<file path="src/rtl/dmem_pkg.sv">
// dmem_pkg: shared definitions for the data-memory arbiter.
//   - mem_u_b_h_w width encoding constants (bit0 half, bit1 word, bit2 unsigned)
//   - simulation UART address (exempt from the alignment check)
//   - arbiter FSM state encoding
//   - misaligned(): alignment helper used when DMEM_ARB_MISALIGN_CHK_EN is defined
package dmem_pkg;

  localparam logic [2:0]  W_B   = 3'b000;
  localparam logic [2:0]  W_H   = 3'b001;
  localparam logic [2:0]  W_W   = 3'b010;
  localparam int          U_BIT = 2;

  localparam logic [31:0] SIM_UART_ADDR = 32'h1000_0000;

  typedef enum logic [0:0] {
    ST_IDLE   = 1'b0,
    ST_ACCESS = 1'b1
  } dmem_state_e;

  // True when a half access has addr[0] set or a word access has addr[1:0]
  // nonzero. The UART address is never flagged. Encoding 3'b011 decodes as a
  // word, the same way the RAM decodes it.
  function automatic logic misaligned(input logic [31:0] addr,
                                      input logic [2:0]  width);
    logic [2:0] kind;
    logic       bad;
    kind = width & ~(3'b001 << U_BIT);
    case (kind)
      W_B:     bad = 1'b0;
      W_H:     bad = addr[0];
      W_W:     bad = |addr[1:0];
      default: bad = |addr[1:0];
    endcase
    if (addr == SIM_UART_ADDR) begin
      bad = 1'b0;
    end else begin
      bad = bad;
    end
    return bad;
  endfunction

endpackage

</file>
<file path="src/rtl/dmem_arbiter_rr_arb2.sv">
// rr_arb2: two-way round-robin picker, purely combinational.
// Ports:
//   req[1:0]  in   per-port request
//   prio      in   preferred port when both request (0 = port 0)
//   win[1:0]  out  one-hot winner, 0 when nobody requests
//   any       out  at least one request present
module rr_arb2 (
  input  logic [1:0] req,
  input  logic       prio,
  output logic [1:0] win,
  output logic       any
);

  // Pick the winner; the pointer only matters when both ports request.
  always_comb begin
    win = 2'b00;
    any = |req;
    case (req)
      2'b01:   win = 2'b01;
      2'b10:   win = 2'b10;
      2'b11: begin
        if (prio) begin
          win = 2'b10;
        end else begin
          win = 2'b01;
        end
      end
      default: win = 2'b00;
    endcase
  end

endmodule

</file>
<file path="src/rtl/dmem_arbiter.sv">
// dmem_arbiter: two-requester round-robin arbiter for the single data-RAM
// port. Port 0 is the load/store unit, port 1 the debug/program loader.
// A grant latches the winning request; the RAM is driven for exactly one
// ACCESS cycle and the result comes back registered one cycle later.
//
// Optional feature: define DMEM_ARB_MISALIGN_CHK_EN to suppress writes for
// misaligned half/word accesses and report them through rerr.
//
// Ports:
//   clk, rst               clock, asynchronous active-high reset
//   req[1:0]               per-port request, held until gnt
//   addr0/1, we[1:0]       byte address, store enable
//   wdata0/1, width0/1     store data, mem_u_b_h_w width encoding
//   gnt[1:0]               one-hot accept pulse (combinational, IDLE only)
//   rvalid[1:0], rdata     completion pulse and load data (0 for stores)
//   rerr                   misaligned-access flag, valid with rvalid
//   ram_addr/din/we/width  RAM-side command, ram_dout combinational read data
module dmem_arbiter
  import dmem_pkg::*;
(
  input  logic        clk,
  input  logic        rst,
  input  logic [1:0]  req,
  input  logic [31:0] addr0,
  input  logic [31:0] addr1,
  input  logic [1:0]  we,
  input  logic [31:0] wdata0,
  input  logic [31:0] wdata1,
  input  logic [2:0]  width0,
  input  logic [2:0]  width1,
  output logic [1:0]  gnt,
  output logic [1:0]  rvalid,
  output logic [31:0] rdata,
  output logic        rerr,
  output logic [31:0] ram_addr,
  output logic [31:0] ram_din,
  output logic        ram_we,
  output logic [2:0]  ram_width,
  input  logic [31:0] ram_dout
);

  dmem_state_e state_r;
  dmem_state_e state_s;

  logic        prio_r;
  logic [1:0]  win_s;
  logic        any_s;
  logic        grant_s;

  logic        sel_s;
  logic [31:0] sel_addr_s;
  logic [31:0] sel_wdata_s;
  logic [2:0]  sel_width_s;
  logic        sel_we_s;
  logic        sel_mis_s;

  logic        port_r;
  logic        we_r;
  logic        mis_r;
  logic [31:0] addr_r;
  logic [31:0] wdata_r;
  logic [2:0]  width_r;

  logic [1:0]  rvalid_r;
  logic [31:0] rdata_r;
  logic        rerr_r;

  rr_arb2 u_rr_arb2 (
    .req  (req),
    .prio (prio_r),
    .win  (win_s),
    .any  (any_s)
  );

  // Next state and grant; a grant can only be issued from IDLE.
  always_comb begin
    state_s = state_r;
    gnt     = 2'b00;
    grant_s = 1'b0;
    case (state_r)
      ST_IDLE: begin
        if (any_s) begin
          gnt     = win_s;
          grant_s = 1'b1;
          state_s = ST_ACCESS;
        end else begin
          state_s = ST_IDLE;
        end
      end
      ST_ACCESS: state_s = ST_IDLE;
      default:   state_s = ST_IDLE;
    endcase
  end

  // Steer the winning port's request fields toward the latches.
  always_comb begin
    sel_s = win_s[1];
    if (sel_s) begin
      sel_addr_s  = addr1;
      sel_wdata_s = wdata1;
      sel_width_s = width1;
      sel_we_s    = we[1];
    end else begin
      sel_addr_s  = addr0;
      sel_wdata_s = wdata0;
      sel_width_s = width0;
      sel_we_s    = we[0];
    end
  end

`ifdef DMEM_ARB_MISALIGN_CHK_EN
  assign sel_mis_s = misaligned(sel_addr_s, sel_width_s);
`else
  assign sel_mis_s = 1'b0;
`endif

  // FSM state register.
  always_ff @(posedge clk or posedge rst) begin
    if (rst) begin
      state_r <= ST_IDLE;
    end else begin
      state_r <= state_s;
    end
  end

  // Request latches and round-robin pointer, updated on every grant.
  // The latches also hold the RAM command steady outside ACCESS.
  always_ff @(posedge clk or posedge rst) begin
    if (rst) begin
      prio_r  <= 1'b0;
      port_r  <= 1'b0;
      we_r    <= 1'b0;
      mis_r   <= 1'b0;
      addr_r  <= 32'h0000_0000;
      wdata_r <= 32'h0000_0000;
      width_r <= 3'b000;
    end else if (grant_s) begin
      prio_r  <= ~sel_s;
      port_r  <= sel_s;
      we_r    <= sel_we_s;
      mis_r   <= sel_mis_s;
      addr_r  <= sel_addr_s;
      wdata_r <= sel_wdata_s;
      width_r <= sel_width_s;
    end else begin
      prio_r  <= prio_r;
      port_r  <= port_r;
      we_r    <= we_r;
      mis_r   <= mis_r;
      addr_r  <= addr_r;
      wdata_r <= wdata_r;
      width_r <= width_r;
    end
  end

  // Completion: capture RAM read data at the end of ACCESS and pulse rvalid.
  // rdata and rerr hold until the next completion.
  always_ff @(posedge clk or posedge rst) begin
    if (rst) begin
      rvalid_r <= 2'b00;
      rdata_r  <= 32'h0000_0000;
      rerr_r   <= 1'b0;
    end else if (state_r == ST_ACCESS) begin
      rvalid_r <= port_r ? 2'b10 : 2'b01;
      rerr_r   <= mis_r;
      if (we_r || mis_r) begin
        rdata_r <= 32'h0000_0000;
      end else begin
        rdata_r <= ram_dout;
      end
    end else begin
      rvalid_r <= 2'b00;
      rdata_r  <= rdata_r;
      rerr_r   <= rerr_r;
    end
  end

  // ram_we is decoded from the state so an asynchronous reset kills it at once.
  assign ram_we    = (state_r == ST_ACCESS) && we_r && !mis_r;
  assign ram_addr  = addr_r;
  assign ram_din   = wdata_r;
  assign ram_width = width_r;

  assign rvalid = rvalid_r;
  assign rdata  = rdata_r;
  assign rerr   = rerr_r;

endmodule

</file>
<file path="config.mk">
export PLATFORM = sky130hd
export DESIGN_NAME = dmem_arbiter
export DESIGN_NICKNAME = d
export VERILOG_FILES = /design/src/rtl/dmem_pkg.sv /design/src/rtl/dmem_arbiter_rr_arb2.sv /design/src/rtl/dmem_arbiter.sv
export SDC_FILE = /design/constraint.sdc
export NUM_CORES = 1
export LEC_CHECK = 0
export CAP_MARGIN = 20
export CORE_ASPECT_RATIO = 0.75
export CORE_MARGIN = 3
export CORE_UTILIZATION = 39
export DETAILED_ROUTE_END_ITERATION = 6
export PLACE_DENSITY = 0.91
export SLEW_MARGIN = 20
export SYNTH_ARGS = -nofsm -noshare
export SYNTH_HDL_FRONTEND = slang
export SYNTH_SLANG_ARGS = --single-unit
</file>
<file path="constraint.sdc">
create_clock -name clk -period 6.3 [get_ports clk]
set_input_delay 1.89 -clock clk [delete_from_list [all_inputs] [get_ports clk]]
set_output_delay 1.89 -clock clk [all_outputs]
set_load 0.05 [all_outputs]
</file>
Yosys cells after proc, flatten, opt, wreduce, memory -nomap -nowiden
Cells that the tools add are included.

Bits in latches: 0. ROM bits: 0. Memory bits (writable): 0. Memories kept: 0. Output and inout bits: 105. Flip-flop bits (word level): 105.

Muxes and demuxes: 14. Bitwise logic cells: 2. Shift-type cells: 0. Divide/modulo/power cells: 0. Add/subtract/negate cells: 0. Equal/unequal tests: 3. $mul: 0. Order comparisons: 0. Reduce and logical (&&, ||, !) cells: 2.

Operators by type and width (count): two-way mux 32 bit (3); two-way mux 2 bit (5); one-hot mux 2 bit (3 select lines) (1); equality test 2 bit, second input constant (2); two-way mux 1 bit (3); two-way mux 3 bit (1); equality test 2 x 1 -> 1 bit, second input constant (1); inverter 1 bit (2); one-hot mux 1 bit (2 select lines) (1); OR reduction 2 bit (1); logical AND 1 bit (1).

Depth between registers and ports, before layout
Gate-level depths: netlist of the first run.

Word-level depth: 4. Mapped depth: 5. Mapped depth without buffers: 3.

Cells and area by module
From an unflattened synthesis of the first run, not the netlist that was laid out.

Cells, all modules: 379. Area total of the unflattened synthesis: 5522.8 sq um.

By module, submodules not included: dmem_arbiter (times used 1, sequential area each 2627.5 sq um, cells an instance 375, area an instance 5497.8 sq um); rr_arb2 (times used 1, sequential area each 0.0 sq um, cells an instance 4, area an instance 25.0 sq um).

Worst setup path after synthesis of the first run
Ideal clock, no wire load.

Path kind: input port to output port. Start point: input port req[0]. End point: output port gnt[0]. Slack: 1.782 ns. Stages: 3. Buffers on the path: 1. Arrival time: 2.628 ns. Path through: inv_1 a211oi_2 buf_2.

Cells in the longest elaborated chain, start to end: 4. Elaborated cells between the ends (all ways): 7.

RTL lines: from (decl) (line dmem_arbiter.sv:23) `input logic [1:0] req,`; equality test 2 bit / equality test 2 x 1 -> 1 bit (equally long branches) (line dmem_arbiter_rr_arb2.sv:18) `case (req)`; one-hot mux 2 bit (3 select lines) (line dmem_arbiter_rr_arb2.sv:18); two-way mux 2 bit * (line dmem_arbiter.sv:82) `if (any_s) begin`; two-way mux 2 bit * (line dmem_arbiter.sv:80) `case (state_r)`; to (decl) (line dmem_arbiter.sv:31) `output logic [1:0] gnt,`.

Mark *: on every way between the ends. The rest lies on a longest branch, timed or not.

Final worst setup path of the first run
Start point: input port req[1]. End point: output port gnt[1].

The elaborated chain is that of the path after synthesis.

==> flow_summary.yaml, run 1 <==
synth:
  ys_top_cells_by_count: "dfrtp_1, and2_1, a221o_1"
  syn-num-nets: 489
  yosysSeqAreaShare: 0.621
  synthMostInstantiatedCell: "dfrtp_1"
  synth_ff_type: "dfrtp_1"
  synthTopCellsByArea: "dfrtp_1, a221o_1, and2_1, a22o_1, buf_2"
  ys_ff_latch: 105
  synth_warnings: 0
  synth_top_area_share: 0.621
  synth_edf_count: 0
  ys_types: 18
  synth_cells: 317
  synth_area_leader_cell: "dfrtp_1"
  synthesis.area_sq_um: 4230
  ys_async_sr_fraction: 1.00
  synth_area_per_cell_sq_um: 13.3
critical_path:
  reg2reg_depth: 4
  r2r-end: "ram_din[12]"
  timing.rr.start: "state_r"
  crit_arrival_ns: 3.02
  path_max_fanout: 3
  critPathKind: "input pin to output port"
  crit_start: "req[1]"
  critPathLaunchType: "input pin"
  max_stage_delay_ns: 0.64
  worstSetupEndpointType: "output port"
  cp.required_ns: 4.41
  crit_chain: "clkdlybuf4s50_1, o211a_2, buf_4"
  slowest_stage: "clkdlybuf4s50_1"
  regToRegSetupSlack_ns: 4.01
pwr:
  p_leak_uw: 0.00312
  powerDensity_nw_per_um2: 362
  power_uw: 2670
  ir_drop_mv: 0.177
layout:
  final_layout_size_suffix_gt1_frac: 0.0463
  area_delta_synth_final_pct: 74.6
  post_layout_nonfiller_instances: 719
  num-nets-final: 750
  fin_util: 0.707
  num_antenna_cells: 0
place:
  io_buffer_count: 275
  gp_congestion: 0.841
  dp_hpwl_um: 10800
  dpl.cell_count: 703
global_route:
  track_usage: 0.238
  grtUsageMet1: 0.289
  overflow: 0
  grt_busiest_layer: "met2"
  use_met3: 0.0860
  grt_pass1_vias: 4137
  antenna_found_initial: 0
  use_met2: 0.408
  grt_max_degree: 70
  grt_pass1_wl_um: 22500
outcome:
  outcome: "complete, no violations"
clock_network:
  htree_levels: 3
  clk_root_buffer_cell: "clkbuf_16"
  cts_buffers: 9
  clock_path_buffers: 2
  cts_tree: "yes"
  path_clk_slew_ns: 0.07
  clkSinkCount: 105
  cts_hold_buf: 0
  cts_resized: 0
  clk_latency_ns: 0.34
  post_cts.repair.setup_buffers: 0
worst_hold_path:
  hold_path.class: "flop to flop"
  holdPathEnd: "rvalid[0]"
  holdCritStartpoint: "port_r"
  hold-path-cell-count: 1
sta:
  worst_pin_slew_ns: 0.846
  setup_viol: 0
  hold_viol_final: 0
  min_period_over_period: 0.780
  grt_setup_unrepaired: "no"
  min_period_ns: 4.91
  relSlewSlack: 0.436
  maxSlewViolCount: 0
  timing.fmax_ghz: 0.203
  fin_setup_tns_ns: 0
  finClkSkew_ns: 0.00670
detailed_routing:
  routed-via-count: 3842
  via_per_inst: 5.34
  dr.pass1.iters: 4
  drc_errors: 0
  drt_iter0_drc: 182
  wl_per_cell_um: 20.5
  final_antenna_net_count: 0
  drt-total-wl_um: 14700
die:
  num_rows: 32
  io_pins: 277
  core_area_sq_um: 10500
  fp.dieW_um: 126
  die_h_um: 96.2
  die_area_sq_um: 12100
  start_util: 0.405
flow_run:
  maxCapViolCount: 0
-- worst max-delay path by stage --
| stage | endpoint | slack (ns) | cells after the start |
|---|---|---|---|
| global placement | gnt[0] | 1.36 | 4 |
| finish | gnt[1] | 1.39 | 3 |
| floorplan | port_r | 1.65 | 1 |
| global route | gnt[1] | 1.33 | 3 |
| detailed placement | gnt[0] | 1.38 | 4 |
| CTS | gnt[0] | 1.38 | 4 |
-- critical path, delay by kind of cell --
family                 cells  cell delay (ns)
AOI/OAI and AO/OA          1             0.28
buffers and inverters      2             0.85
-- cell families after synthesis --
group                  share of synthesized area
buffers and inverters                     0.0343
other                                   0.000886
AND/OR/NAND/NOR                            0.106
flip-flops                                 0.621
AO/OA/AOI/OAI                              0.238
-- power by group --
group | switching [uW] | internal [uW] | total (uW)
combinational | 741 | 472 | 1210
sequential | 83.8 | 818 | 902
clock | 246 | 310 | 556
total | 1070 | 1600 | 2670
-- cells in the final DEF, fill, tap and decap left out --
master	instances
nor2_4	1
clkbuf_1	1
a21o_1	2
bufinv_16	1
and2_1	70
nor2_1	1
a211oi_4	1
dfrtp_1	105
inv_6	1
a221o_1	68
clkinv_2	1
clkinv_4	1
a22o_1	31
o2bb2ai_1	1
o21bai_4	1
conb_1	1
buf_12	1
inv_1	2
inv_2	1
inv_4	1
clkbuf_16	9
clkdlybuf4s50_1	273
o211a_2	1
clkinvlp_4	2
nand2_1	1
buf_4	5
-- cell type report --
| type | count | area [sq um] |
|---|---|---|
| timing repair buffer | 279 | 2790 |
| fill | 734 | 3060 |
| tap | 136 | 170 |
| multi-input combinational | 179 | 1490 |
| sequential | 105 | 2630 |
| clock inverter | 6 | 67.6 |
| clock buffer | 10 | 229 |
| inverter | 4 | 17.5 |
-- registers in the layout, summed over array words and instances, names as in the netlist --
register and flops:
state_r 1, rdata 32, ram_addr 32, port_r 1, prio_r 1, rvalid 2, ram_width 3, ram_din 32
we_r 1
-- layer usage --
metal  vias to the layer above  share of wire  wire (um)
met5                         -              0          0
met4                         0          0.015        221
met3                        16          0.089       1300
met2                       196           0.50       7430
met1                      1898           0.39       5770
li1                       1732              -          -
-- stage by stage --
stage                     hold slack, ns  worst slack, ns  area [sq um]
after detailed placement           0.446             1.38          7090
after global routing               0.474             1.33          7390
after floorplan                    0.411             1.65          4230
final                              0.446             1.39          7390
after CTS                          0.451             1.38          7380
after global placement             0.426             1.36          7090
No activity file was read; power rests on OpenSTA's default activity.
==> inputs of run 2 (changes only) <==
- CORE_UTILIZATION: 39 -> 36
- PLACE_DENSITY: 0.91 -> 0.85
- clock period: 6.3 -> 4.9 ns (I/O delays scaled with it)
==> flow_summary.yaml, run 2 (synthesis results as in run 1) <==
critical_path:
  reg2reg_depth: 4
  max_stage_delay_ns: 0.53
  regToRegSetupSlack_ns: 2.55
  crit_chain: "clkdlybuf4s50_1, inv_1, a211oi_4, buf_12"
  critPathKind: "input pin to output port"
  cp.required_ns: 3.43
  timing.rr.start: "state_r"
  crit_arrival_ns: 2.58
  slowest_stage: "clkdlybuf4s50_1"
  r2r-end: "ram_addr[9]"
  critPathLaunchType: "input pin"
  worstSetupEndpointType: "output port"
  path_max_fanout: 2
sta:
  min_period_ns: 4.05
  fin_ws_ns: 0.853
  min_period_over_period: 0.826
  maxSlewViolCount: 0
  grt_setup_unrepaired: "no"
  timing.fmax_ghz: 0.247
  worst_pin_slew_ns: 0.777
  setup_viol: 0
  fin_setup_tns_ns: 0
  holdWs_ns: 0.438
  hold_viol_final: 0
  finClkSkew_ns: 0.00715
  relSlewSlack: 0.482
layout:
  num_antenna_cells: 0
  num-nets-final: 750
  post_layout_nonfiller_instances: 739
  mostFrequentLayoutCell: "clkdlybuf4s50_1"
  area_delta_synth_final_pct: 75.4
  fillers: 840
  final_layout_size_suffix_gt1_frac: 0.0464
  most-common-layout-cells: "clkdlybuf4s50_1, dfrtp_1, and2_1, a221o_1, a22o_1"
place:
  gp_congestion: 0.805
  place_worst_setup_slack_ns: 0.856
  io_buffer_count: 275
  dp_hpwl_um: 10400
  dpl.cell_count: 724
pwr:
  powerDensity_nw_per_um2: 458
  ir_drop_mv: 0.237
  power_uw: 3400
  p_leak_uw: 0.00313
die:
  num_rows: 33
  start_util: 0.378
  die_area_sq_um: 13100
  io_pins: 277
  fp.dieW_um: 131
  die_h_um: 99.9
  core_area_sq_um: 11200
clock_network:
  cts_buffers: 9
  cts_resized: 0
  clock_path_buffers: 2
  post_cts.repair.setup_buffers: 0
  cts_tree: "yes"
  clk_root_buffer_cell: "clkbuf_16"
  cts_hold_buf: 0
  path_clk_slew_ns: 0.07
  htree_levels: 3
  clk_latency_ns: 0.34
  clkSinkCount: 105
detailed_routing:
  drt-total-wl_um: 14300
  drc_errors: 0
  wl_per_cell_um: 19.4
  via_per_inst: 5.17
  drt_iter0_drc: 178
  final_antenna_net_count: 0
  dr.pass1.iters: 4
  routed-via-count: 3824
global_route:
  overflow: 0
  grt_max_degree: 72
  grt_pass1_wl_um: 22500
  track_usage: 0.216
  antenna_found_initial: 0
  grt_pass1_vias: 4101
worst_hold_path:
  holdCritStartpoint: "port_r"
  holdPathEnd: "rvalid[0]"
  hold-path-cell-count: 1
  hold_path.class: "flop to flop"
outcome:
  outcome: "complete, no violations"
flow_run:
  maxCapViolCount: 0
run 2: worst max-delay path: cells and delay by family:
| kind | cells | cell delay, ns |
|---|---|---|
| AO/OA/AOI/OAI | 1 | 0.30 |
| buffers and inverters | 3 | 0.81 |
run 2: layout make-up:
| type | instances | area (sq um) | share of cell area |
|---|---|---|---|
| clock buffers | 9 | 225 | 0.0303 |
| clock inverters | 6 | 53.8 | 0.00725 |
| inverters | 4 | 17.5 | 0.00236 |
| multi-input cells | 179 | 1490 | 0.200 |
| flip-flops and latches | 105 | 2630 | 0.354 |
| well taps | 157 | 196 | 0.0265 |
| repair buffers | 279 | 2820 | 0.379 |
run 2: metrics by stage:
stage	cell area [sq um]	utilization
CTS	7420	0.663
global placement	7140	0.638
floorplan	4230	-
global route	7420	0.663
finish	7420	0.663
detailed placement	7140	0.638
run 2: routing by layer:
metal | track usage | up-vias | share of wire
met3 | 0.0877 | 16 | 0.091
li1 | - | 1728 | -
met1 | 0.250 | 1891 | 0.38
met2 | 0.379 | 189 | 0.52
met4 | 0.0525 | 0 | 0.015
met5 | 0 | - | 0
run 2: where the power goes:
group	switching (uW)	total (uW)	leakage (uW)	internal (uW)
clock	327	677	0.000134	350
sequential	107	1160	0.00131	1050
combinational	953	1560	0.00168	610
total	1390	3400	0.00313	2010
run 2: worst max-delay path by stage:
| stage | startpoint | end | cells after the start |
|---|---|---|---|
| 2_1_floorplan | rst | port_r | 1 |
| 6_report | req[0] | gnt[0] | 4 |
| 3_3_place_gp | req[0] | gnt[1] | 4 |
| 3_5_place_dp | req[0] | gnt[0] | 4 |
| 4_1_cts | req[0] | gnt[0] | 4 |
| 5_1_grt | req[0] | gnt[0] | 4 |
==> inputs of run 3 (changes only) <==
- CORE_UTILIZATION: 36 -> 33
- PLACE_DENSITY: 0.85 -> 0.82
- clock period: 4.9 -> 3.6 ns (I/O delays scaled with it)
==> flow_summary.yaml, run 3 (synthesis results as in run 1) <==
sta:
  fin_ws_ns: 0.341
  setup_viol: 0
  relSlewSlack: 0.480
  maxSlewViolCount: 0
  grt_setup_unrepaired: "no"
  min_period_ns: 3.26
  min_period_over_period: 0.905
  hold_viol_final: 0
  worst_pin_slew_ns: 0.780
  fin_setup_tns_ns: 0
  timing.fmax_ghz: 0.307
  finClkSkew_ns: 0.00805
place:
  gp_congestion: 0.800
  dpl.cell_count: 735
  place_worst_setup_slack_ns: 0.354
  io_buffer_count: 275
  dp_hpwl_um: 9880
clock_network:
  clk_root_buffer_cell: "clkbuf_16"
  clock_path_buffers: 2
  post_cts.repair.setup_buffers: 0
  cts_resized: 0
  clk_latency_ns: 0.34
  path_clk_slew_ns: 0.08
  cts_tree: "yes"
  htree_levels: 3
  cts_buffers: 9
  cts_hold_buf: 0
  clkSinkCount: 105
global_route:
  grt_busiest_layer: "met2"
  track_usage: 0.192
  use_met3: 0.0585
  grt_pass1_wl_um: 21600
  grtUsageMet1: 0.233
  use_met2: 0.327
  antenna_found_initial: 0
  overflow: 0
  grt_max_degree: 106
  grt_pass1_vias: 4067
critical_path:
  path_max_fanout: 2
  timing.rr.start: "state_r"
  max_stage_delay_ns: 0.52
  cp_top_family: "buffers and inverters"
  worstSetupEndpointType: "output port"
  path_buf_inv: 3
  crit_start: "req[0]"
  cp.required_ns: 2.52
  crit_arrival_ns: 2.18
  critPathKind: "input pin to output port"
  crit_chain: "clkdlybuf4s50_1, inv_1, a211oi_4, buf_12"
  slowest_stage: "clkdlybuf4s50_1"
  critPathLaunchType: "input pin"
pwr:
  p_int_uw: 2760
  power_frac_seq: 0.338
  p_leak_uw: 0.00315
  switchingPower_uw: 1900
  ir_drop_mv: 0.339
  combPwrFrac: 0.457
  p_clk_frac: 0.205
  powerDensity_nw_per_um2: 623
  p_sw_frac: 0.408
layout:
  mostFrequentLayoutCell: "clkdlybuf4s50_1"
  num-nets-final: 752
  fin_util: 0.603
  num_antenna_cells: 0
  area_delta_synth_final_pct: 76.6
  post_layout_nonfiller_instances: 751
  final_layout_size_suffix_gt1_frac: 0.0513
  fillers: 964
  most-common-layout-cells: "clkdlybuf4s50_1, dfrtp_1, and2_1, a221o_1, a22o_1"
detailed_routing:
  drt_iter0_drc: 218
  final_antenna_net_count: 0
  dr.pass1.iters: 4
  wl_per_cell_um: 18.3
  drt-total-wl_um: 13700
  drc_errors: 0
  routed-via-count: 3844
  via_per_inst: 5.12
die:
  io_pins: 277
  die_area_sq_um: 14200
  core_area_sq_um: 12400
  die_h_um: 104
  fp.dieW_um: 137
  num_rows: 35
  start_util: 0.341
outcome:
  outcome: "complete, no violations"
worst_hold_path:
  hold_path.class: "flop to flop"
  holdCritStartpoint: "port_r"
flow_run:
  maxCapViolCount: 0
## run 3: changes by cell type in the layout (fill, tap and decap cells not counted)
cell and delta:
buf_12 +1, buf_4 +1, inv_4 -1, inv_8 +2
nor2_2 +1, nor2_4 -1
## run 3: layer usage
metal,routed length [um],share of wire,vias up
li1,-,-,1733
met2,6710,0.49,206
met1,5540,0.40,1885
met3,1240,0.090,20
met5,0,0,-
met4,245,0.018,0
## run 3: worst paths after layout
kind / to / slack (ns) / cells past startpoint
max: gnt[0] / 0.34 / 4
max in group asynchronous: ram_width[1] / 1.91 / 3
min: rvalid[0] / 0.43 / 1
max reg2reg: ram_addr[16] / 1.71 / 3
min reg2reg: rvalid[0] / 0.43 / 1
min in group asynchronous: rdata[9] / 1.23 / 3
## run 3: layout make-up
cell class | count | area [sq um] | area share
multi-input cells | 179 | 1480 | 0.198
clock buffers | 9 | 225 | 0.0301
repair buffers | 281 | 2840 | 0.381
inverters | 4 | 18.8 | 0.00251
clock inverters | 7 | 68.8 | 0.00921
flip-flops and latches | 105 | 2630 | 0.352
well taps | 166 | 208 | 0.0278
## run 3: stage by stage
stage          power [uW]  cell area, sq um  hold WS, ns
3_3_place_gp         3690              7180        0.420
6_report             4650              7470        0.434
3_5_place_dp         3730              7180        0.430
4_1_cts              4700              7470        0.438
5_1_grt              4860              7470        0.463
2_1_floorplan        2870              4240        0.411
## run 3: power by group through the flow
| stage | clock [uW] | combinational [uW] | sequential [uW] |
|---|---|---|---|
| CTS | 980 | 2140 | 1580 |
| detailed placement | 0 | 2140 | 1590 |
| global placement | 0 | 2110 | 1580 |
| floorplan | 0 | 431 | 2440 |
| finish | 953 | 2130 | 1570 |
| global route | 1040 | 2220 | 1610 |
## run 3: worst reg2reg max path, delay by kind of cell (launching register included)
| kind | cells | cell delay, ns |
|---|---|---|
| compound gates | 2 | 0.62 |
| buf+inv | 1 | 0.68 |
| flops | 1 | 0.52 |
